**src/rtl/ks_serial_adder_pkg.sv**
```systemverilog
// Shared definitions for the byte-serial Kogge-Stone adder slice.
package ks_pkg;

    localparam int KS_W         = 8;
    localparam int KS_MAX_BYTES = 16;

    typedef enum logic [0:0] {
        ST_IDLE = 1'b0,
        ST_RUN  = 1'b1
    } ks_state_e;

    // Byte index width; a one-byte operand still needs a one-bit counter.
    function automatic int ks_idx_w(input int nbytes);
        return (nbytes <= 1) ? 1 : $clog2(nbytes);
    endfunction

endpackage

```
**src/rtl/ks_serial_adder_if.sv**
```systemverilog
// Operand/sum handshake bundle between the pin-level bus and the readback logic.
interface ks_serial_adder_if;
    import ks_pkg::*;

    logic            in_valid;
    logic            in_ready;
    logic [KS_W-1:0] in_a;
    logic [KS_W-1:0] in_b;
    logic            out_valid;
    logic            out_ready;
    logic [KS_W-1:0] out_sum;
    logic            out_last;
    logic            out_cout;
    logic            out_ovf;
    logic            out_zero;

    modport slave (
        input  in_valid, in_a, in_b, out_ready,
        output in_ready, out_valid, out_sum, out_last, out_cout, out_ovf, out_zero
    );

    modport master (
        output in_valid, in_a, in_b, out_ready,
        input  in_ready, out_valid, out_sum, out_last, out_cout, out_ovf, out_zero
    );

endinterface

```
**src/rtl/ks_serial_adder_adder8.sv**
```systemverilog
// Combinational 8-bit Kogge-Stone adder; carry-in is folded into bit 0 generate.
module ks_adder8 (
    input  logic [7:0] a,
    input  logic [7:0] b,
    input  logic       cin,
    output logic [7:0] sum,
    output logic       cout
);
    logic [7:0] g0, p0, g1, p1, g2, p2, g3;

    // Bit-level generate/propagate with carry-in absorbed into bit 0
    always_comb begin
        p0    = a ^ b;
        g0    = a & b;
        g0[0] = (a[0] & b[0]) | (p0[0] & cin);
    end

    // Prefix level 1: span 2
    always_comb begin
        g1 = g0;
        p1 = p0;
        for (int i = 1; i < 8; i++) begin
            g1[i] = g0[i] | (p0[i] & g0[i-1]);
            p1[i] = p0[i] & p0[i-1];
        end
    end

    // Prefix level 2: span 4
    always_comb begin
        g2 = g1;
        p2 = p1;
        for (int i = 2; i < 8; i++) begin
            g2[i] = g1[i] | (p1[i] & g1[i-2]);
            p2[i] = p1[i] & p1[i-2];
        end
    end

    // Prefix level 3: span 8, g3[i] is the carry out of bit i
    always_comb begin
        g3 = g2;
        for (int i = 4; i < 8; i++) begin
            g3[i] = g2[i] | (p2[i] & g2[i-4]);
        end
    end

    // Sum bits from propagate and the carry into each position
    always_comb begin
        sum[0] = p0[0] ^ cin;
        for (int i = 1; i < 8; i++) begin
            sum[i] = p0[i] ^ g3[i-1];
        end
        cout = g3[7];
    end

endmodule

```
**src/rtl/ks_serial_adder.sv**
```systemverilog
// Byte-serial NBYTES*8-bit adder: LSB-first operand bytes in, one registered
// sum byte out per beat, with carry/overflow/zero flags on the last byte.
module ks_serial_adder
    import ks_pkg::*;
#(
    parameter int NBYTES = 4
) (
    input  logic                 clk,
    input  logic                 rst,
    input  logic                 clr,
    ks_serial_adder_if.slave     bus
);
    localparam int                IDX_W    = ks_idx_w(NBYTES);
    localparam logic [IDX_W-1:0] LAST_IDX = IDX_W'(NBYTES - 1);

    ks_state_e       state;
    logic [IDX_W-1:0] idx;
    logic            carry;
    logic            zacc;

    logic            vld_p0;
    logic [KS_W-1:0] sum_p0;
    logic            last_p0, cout_p0, ovf_p0, zero_p0;

    logic            in_acc, is_last, cin;
    logic [KS_W-1:0] s;
    logic            c;

    assign bus.in_ready  = !vld_p0 || bus.out_ready;
    assign in_acc        = bus.in_valid && bus.in_ready;
    assign is_last       = (idx == LAST_IDX);
    // Carry is only live mid-operand; byte 0 always starts from zero.
    assign cin           = (state == ST_RUN) ? carry : 1'b0;

    ks_adder8 u_adder (
        .a    (bus.in_a),
        .b    (bus.in_b),
        .cin  (cin),
        .sum  (s),
        .cout (c)
    );

    // Control, carry chain, zero accumulator and the single output register
    always_ff @(posedge clk) begin
        if (rst || clr) begin
            state   <= ST_IDLE;
            idx     <= '0;
            carry   <= 1'b0;
            zacc    <= 1'b1;
            vld_p0  <= 1'b0;
            sum_p0  <= '0;
            last_p0 <= 1'b0;
            cout_p0 <= 1'b0;
            ovf_p0  <= 1'b0;
            zero_p0 <= 1'b0;
        end else if (in_acc) begin
            vld_p0  <= 1'b1;
            sum_p0  <= s;
            last_p0 <= is_last;
            cout_p0 <= is_last && c;
            ovf_p0  <= is_last && (bus.in_a[7] == bus.in_b[7]) && (s[7] != bus.in_a[7]);
            zero_p0 <= is_last && zacc && (s == '0);
            if (is_last) begin
                state <= ST_IDLE;
                idx   <= '0;
                carry <= 1'b0;
                zacc  <= 1'b1;
            end else begin
                state <= ST_RUN;
                idx   <= idx + IDX_W'(1);
                carry <= c;
                zacc  <= zacc && (s == '0);
            end
        end else if (bus.out_ready) begin
            vld_p0 <= 1'b0;
        end
    end

    assign bus.out_valid = vld_p0;
    assign bus.out_sum   = sum_p0;
    assign bus.out_last  = last_p0;
    assign bus.out_cout  = cout_p0;
    assign bus.out_ovf   = ovf_p0;
    assign bus.out_zero  = zero_p0;

endmodule

```
**src/flat_wrapper.sv**
```systemverilog
// flat-port wrapper written by rule: the top's interface ports become plain ports
module ks_serial_adder_flat import ks_pkg::*;
#(
    parameter int NBYTES = 4
)
  (clk, rst, clr, bus_in_valid, bus_in_a, bus_in_b, bus_out_ready, bus_in_ready, bus_out_valid, bus_out_sum, bus_out_last, bus_out_cout, bus_out_ovf, bus_out_zero);
  ks_serial_adder_if bus_i ();
  input  logic clk;
  input  logic rst;
  input  logic clr;
  input wire logic [$bits(bus_i.in_valid)-1:0] bus_in_valid;
  input wire logic [$bits(bus_i.in_a)-1:0] bus_in_a;
  input wire logic [$bits(bus_i.in_b)-1:0] bus_in_b;
  input wire logic [$bits(bus_i.out_ready)-1:0] bus_out_ready;
  output wire logic [$bits(bus_i.in_ready)-1:0] bus_in_ready;
  output wire logic [$bits(bus_i.out_valid)-1:0] bus_out_valid;
  output wire logic [$bits(bus_i.out_sum)-1:0] bus_out_sum;
  output wire logic [$bits(bus_i.out_last)-1:0] bus_out_last;
  output wire logic [$bits(bus_i.out_cout)-1:0] bus_out_cout;
  output wire logic [$bits(bus_i.out_ovf)-1:0] bus_out_ovf;
  output wire logic [$bits(bus_i.out_zero)-1:0] bus_out_zero;
  assign bus_i.in_valid = bus_in_valid;
  assign bus_i.in_a = bus_in_a;
  assign bus_i.in_b = bus_in_b;
  assign bus_i.out_ready = bus_out_ready;
  assign bus_in_ready = bus_i.in_ready;
  assign bus_out_valid = bus_i.out_valid;
  assign bus_out_sum = bus_i.out_sum;
  assign bus_out_last = bus_i.out_last;
  assign bus_out_cout = bus_i.out_cout;
  assign bus_out_ovf = bus_i.out_ovf;
  assign bus_out_zero = bus_i.out_zero;
  ks_serial_adder #(.NBYTES(NBYTES)) u_core (.clk(clk), .rst(rst), .clr(clr), .bus(bus_i));
endmodule
```
**config.mk**
```make
export PLATFORM = sky130hd
export DESIGN_NAME = ks_serial_adder_flat
export DESIGN_NICKNAME = d
export VERILOG_FILES = /design/src/rtl/ks_serial_adder_pkg.sv /design/src/rtl/ks_serial_adder_if.sv /design/src/rtl/ks_serial_adder_adder8.sv /design/src/rtl/ks_serial_adder.sv /design/src/flat_wrapper.sv
export SDC_FILE = /design/constraint.sdc
export NUM_CORES = 1
export LEC_CHECK = 0
export ABC_AREA = 1
export CAP_MARGIN = 0
export CORE_MARGIN = 8
export CORE_UTILIZATION = 40
export CTS_BUF_LIST = sky130_fd_sc_hd__clkbuf_2
export CTS_CLUSTER_SIZE = 20
export DETAILED_ROUTE_END_ITERATION = 12
export PLACE_DENSITY = 0.68
export SLEW_MARGIN = 20
export SYNTH_ARGS = -nofsm -noshare
export SYNTH_HDL_FRONTEND = slang
export SYNTH_HIERARCHICAL = 1
export SYNTH_SLANG_ARGS = --single-unit
```
**constraint.sdc**
```tcl
create_clock -name clk -period 2.59 [get_ports clk]
set_clock_uncertainty 0.1 [all_clocks]
set_input_delay 0.259 -clock clk [delete_from_list [all_inputs] [get_ports clk]]
set_output_delay 0.259 -clock clk [all_outputs]
set_load 0.02 [all_outputs]
```
# --- Yosys cells after proc, flatten, opt, wreduce, memory -nomap -nowiden ---
# Index checks and enable logic that the tools add are counted.
word_totals:
  ff_bits: 18
  in_bits: 21
  out_inout_bits: 14
  word_cells: 90
classes:
  addsub: 1
  n_eq_ne: 3
  muxes: 7
  bitwise_logic: 57
  n_reduce_logical: 12
op_table:
  columns: ["op", "count"]
  rows:
  - ["$and 1x1->1", 29]
  - ["$or 1x1->1", 18]
  - ["$and 8x8->8", 1]
  - ["$logic_not 8->1", 1]
  - ["$xor 1x1->1", 8]
  - ["$xor 8x8->8", 1]
  - ["$logic_and 1x1->1", 7]
  - ["$mux 1", 6]
  - ["$add 2x1->2 const B", 1]
  - ["$eq 2x2->1 const B", 1]
  - ["$logic_or 1x1->1", 2]
  - ["$mux 2", 1]
  - ["$reduce_bool 2->1", 1]
  - ["$eq 1x1->1", 1]
  - ["$logic_not 1->1", 1]
  - ["$ne 1x1->1", 1]

# --- Depth between registers and ports, before layout ---
logic_depth:
  ltp_word: 11
  depth_mapped: 15

# --- Modules after synthesis ---
# Netlist, hierarchy kept.
by_module_without_submodules:
  columns: ["mod", "instances", "cells_per_inst", "area_per_inst_um2"]
  rows:
  - ["ks_serial_adder", 1, 95, 720.7]
  - ["ks_adder8", 1, 59, 354.1]

# --- Least setup slack after synthesis ---
# OpenSTA, ideal clock, no wires.
synth_path:
  path_kind: "reg-to-reg"
  from: "register u_core.state"
  to: "register u_core.zero_p0, in the netlist u_core/bus.out_zero"
  arrival_time_ns: 1.947
  required_time_ns: 2.420
  setup_slack_ns: 0.473
  path_stages_with_launch: 16
  path_buffers: 0
  period_less_slack_ns: 2.117
  path_cell_list: "dfxtp_1 > nand2_1 > inv_1 > fa_1 > fa_1 > nand2_1 > nand2_1 > nand3b_1 > nand2_1 > nand2_1 > nand2_1 > nor2_1 > nand2_1 > nor2_1 > nand2_1 > a21oi_1"
synth_between:
  elab_chain_cells: 10
  elab_cells_between_ends: 25
synth_rtl:
  columns: ["item", "line_no", "text"]
  rows:
  - ["from (decl)", "ks_serial_adder.sv:16", "ks_state_e state;"]
  - ["from (signal assigned)", "ks_serial_adder.sv:46", "state <= ST_IDLE;"]
  - ["from (signal assigned)", "ks_serial_adder.sv:64", "state <= ST_IDLE;"]
  - ["from (signal assigned)", "ks_serial_adder.sv:69", "state <= ST_RUN;"]
  - ["$mux 1", "ks_serial_adder.sv:33", "assign cin = (state == ST_RUN) ? carry : 1'b0;"]
  - ["via u_core.cin", "ks_serial_adder.sv:25", "logic in_acc, is_last, cin;"]
  - ["$and 1x1->1", "ks_serial_adder_adder8.sv:15", "g0[0] = (a[0] & b[0]) | (p0[0] & cin);"]
  - ["$or 1x1->1", "ks_serial_adder_adder8.sv:15", null]
  - ["$and 1x1->1", "ks_serial_adder_adder8.sv:23", "g1[i] = g0[i] | (p0[i] & g0[i-1]);"]
  - ["$or 1x1->1", "ks_serial_adder_adder8.sv:23", null]
  - ["$and 1x1->1", "ks_serial_adder_adder8.sv:42", "g3[i] = g2[i] | (p2[i] & g2[i-4]);"]
  - ["$or 1x1->1", "ks_serial_adder_adder8.sv:42", null]
  - ["$xor 1x1->1", "ks_serial_adder_adder8.sv:50", "sum[i] = p0[i] ^ g3[i-1];"]
  - ["via u_core.s[6]", "ks_serial_adder.sv:26", "logic [KS_W-1:0] s;"]
  - ["$logic_not 8->1", "ks_serial_adder.sv:62", "zero_p0 <= is_last && zacc && (s == '0);"]
  - ["$logic_and 1x1->1", "ks_serial_adder.sv:62", null]
  - ["to (signal assigned)", "ks_serial_adder.sv:62", null]
  - ["to (decl)", "ks_serial_adder.sv:23", "logic last_p0, cout_p0, ovf_p0, zero_p0;"]
# The timed path passes the listed nets, and every way through them passes these cells.
# A chain may end at the register's enable or synchronous reset.

# --- Final worst setup path ---
# Ends and elaborated chain as after synthesis.

==> impl_metrics.csv <==
group,metric,value,unit
clock_tree,clockBufferDepth,2,
clock_tree,cts.htree.levels,1,
synth,netlist_area,0.00107,mm²
critical_path,crit_top_cell,"nand2_1",
min_path,hp-class,"reg2reg",
critical_path,r2r_start,"u_core/state",
floorplan,die_h,67.8,µm
floorplan,ioPinCount,35,
timing,rsz0062_at_grt,"no",
finish,layout_commonest_cell,"nand2_1",
timing,slew_viol_final,0,
finish,num-fill-cells,241,
timing,timing.fmax,433,MHz
critical_path,critPathKind,"reg2reg",
drt,num_vias,1040,
global_route,antenna_found_initial,0,
drt,first_iter_violations,43,
synth,avgSynthCellArea,6.98,µm²
clock_tree,cts_sinks,18,
run,cap_violations,0,
critical_path,cp_max_fo,2,
timing,maxSlewHeadroom,55.4,%
global_route,grt_max_degree,19,
power_and_ir_drop,p_leak,0.686,nW
global_route,grt_util_all_layers,12.1,%
finish,final_net_count,222,
global_route,grt_use_met3,2.78,%
clock_tree,clkLatencyLatePin,0.30,ns
synth,syn_inst,154,
timing,hold_viol,0,
synth,syn-num-nets,185,
drt,routedWlPerCell,11.6,µm
global_route,grt_use_met1,12.1,%
critical_path,arrival,2.45,ns
global_route,grt_pass1_wl,4.35,mm
drt,drt-total-wl,2.55,mm
outcome,status,"finished, final reports clean",
finish,area_growth,35.0,%
clock_tree,post_cts_buffers,0,
place,placed_area,0.00143,mm²
clock_tree,cts_tree,"built",
critical_path,cp_cell_sequence,"nand2_1 -> inv_1 -> fa_1 -> fa_1 -> nand2_1 -> nand2_1 -> nand3b_1 -> nand2_1 -> nand2_1 -> nand2_1 -> nor2_1 -> nand2_1 -> nor2_1 -> nand2_1 -> a21oi_1",
clock_tree,cts_buffers,3,
power_and_ir_drop,p_total,604,µW
floorplan,rows,18,
synth,seq_area_frac_synth,33.5,%
global_route,grt.met2_usage,22.6,%
synth,yosys_warnings,6,
synth,yosysUniqueCellTypes,20,
critical_path,critPathLaunch,"u_core/state",
finish,layout-drive-gt1-share,4.21,%
drt,dr.pass1.iters,4,
finish,final_cell_mix,"nand2_1, clkdlybuf4s50_1, nor2_1",
critical_path,path_buf_inv,1,
global_route,grt_pass1_vias,1045,
synth,synth-seq-cells,18,
critical_path,start_kind,"register",
critical_path,slowest_delay,0.41,ns
global_route,gr-total-overflow,0,
floorplan,fp.dieArea,0.00460,mm²
drt,drc_errors,0,
place,dp_hpwl,2.10,mm
critical_path,crit_required,2.73,ns
place,gp_congestion,0.746,
drt,vias_per_cell,4.73,
power_and_ir_drop,powerDensity,416,mW/mm²
critical_path,critPathSlowestCell,"fa_1",
clock_tree,cts_root_buffer,"clkbuf_2",
drt,antenna_left,0,
clock_tree,postCtsHoldBufs,0,
clock_tree,cts_resized,0,
timing,finalCritPeriodShare,89.1,%
critical_path,crit_path_end_kind,"register",
timing,finalCriticalPeriod,2.31,ns
place,portBuffers,34,
global_route,grt_busiest_layer,"met2",
finish,fin_area,0.00145,mm²
min_path,min_from,"u_core/bus.out_last",
critical_path,crit_family,"simple AND/OR/NAND/NOR gates",
clock_tree,clkTransAtPathRegs,0.18,ns
timing,setup_violations,0,
floorplan,core_area,0.00252,mm²
power_and_ir_drop,ir_drop,0.262,mV
floorplan,die_w,67.8,µm
finish,antenna_cells,0,
floorplan,initial_utilization,42.6,%
timing,tightestPinTransition,0.667,ns
## cells in the mapped netlist (all sizes together)
cell     n  share of area, %
xor2     1              0.82
o21bai   1              0.70
nand2   40                15
dfxtp   18                34
fa       2               3.7
or2      3               2.0
a21oi   10               4.7
xnor2    2               1.6
ha       8               9.3
inv     16               5.6
nand3    6               2.8
nor3     1              0.47
nor2    31                11
nand3b   2               1.4
buf      3               2.6
o21ai   10               4.7
## power breakdown
part | switching (mW) | internal [mW] | total (mW)
registers | 0.00556 | 0.288 | 0.294
logic | 0.0990 | 0.0898 | 0.189
clock network | 0.0879 | 0.0336 | 0.122
total | 0.192 | 0.412 | 0.604
## path summary, 6_finish.rpt
kind | slack [ns] | to | depth (start not counted)
setup reg to reg | 0.28 | u_core/bus.out_zero | 15
setup / recovery | 0.28 | u_core/bus.out_zero | 15
hold / removal | 0.37 | u_core/bus.out_last | 2
hold reg to reg | 0.37 | u_core/bus.out_last | 2
## stage by stage
stage               cells  hold slack (ns)  setup slack (ns)  util, %  TNS [ns]
finish                220            0.372             0.281     57.5         0
global route          220            0.392           0.00238     57.5         0
CTS                   220            0.374             0.260     57.5         0
detailed placement    216            0.352           -0.0377     56.8   -0.0597
global placement      216            0.352            0.0198     56.8         0
floorplan             154            0.340             0.473        -         0
## sequential cells by signal (all words and copies together) (netlist names)
| signal | count |
|---|---|
| u_core/bus.out_zero | 1 |
| u_core/idx | 2 |
| u_core/bus.out_valid | 1 |
| u_core/bus.out_last | 1 |
| u_core/bus.out_ovf | 1 |
| u_core/bus.out_sum | 8 |
| u_core/state | 1 |
| u_core/zacc | 1 |
| u_core/carry | 1 |
| u_core/bus.out_cout | 1 |
## worst register-to-register path, delay by kind of cell, from the launching register on
family | cells | cell delay (ns)
AO/OA/AOI/OAI | 1 | 0.11
adder cells (fa/ha/maj) | 2 | 0.81
buffers and inverters | 1 | 0.05
flip-flops | 1 | 0.35
AND/OR/NAND/NOR | 11 | 0.83
## metal layers
| layer | wire length (µm) | vias to the layer above |
|---|---|---|
| met5 | 0 | - |
| met4 | 51 | 0 |
| met3 | 152 | 4 |
| met2 | 1300 | 23 |
| met1 | 1050 | 456 |
| li1 | - | 557 |
## logic make-up (layout without fill, tap and decap cells)
kind of cell | count (synthesis) | after routing | share of synthesized area, %
simple gates | 83 | 83 | 32.8
compound gates | 21 | 21 | 10.0
fa+ha+maj | 10 | 10 | 13.0
xor+xnor | 3 | 3 | 2.45
flops | 18 | 18 | 33.5
buf+inv | 19 | 55 | 8.15
## area by class of cell
cell class	count	area [µm²]	share of cell area, %
flip-flops and latches	18	360	24.8
multi-input cells	117	627	43.2
inverters	16	60.1	4.14
clock inverters	1	3.75	0.259
repair buffers	35	348	24.0
well taps	30	37.5	2.59
clock buffers	3	15.0	1.03
(Power assumes the default switching activity.)
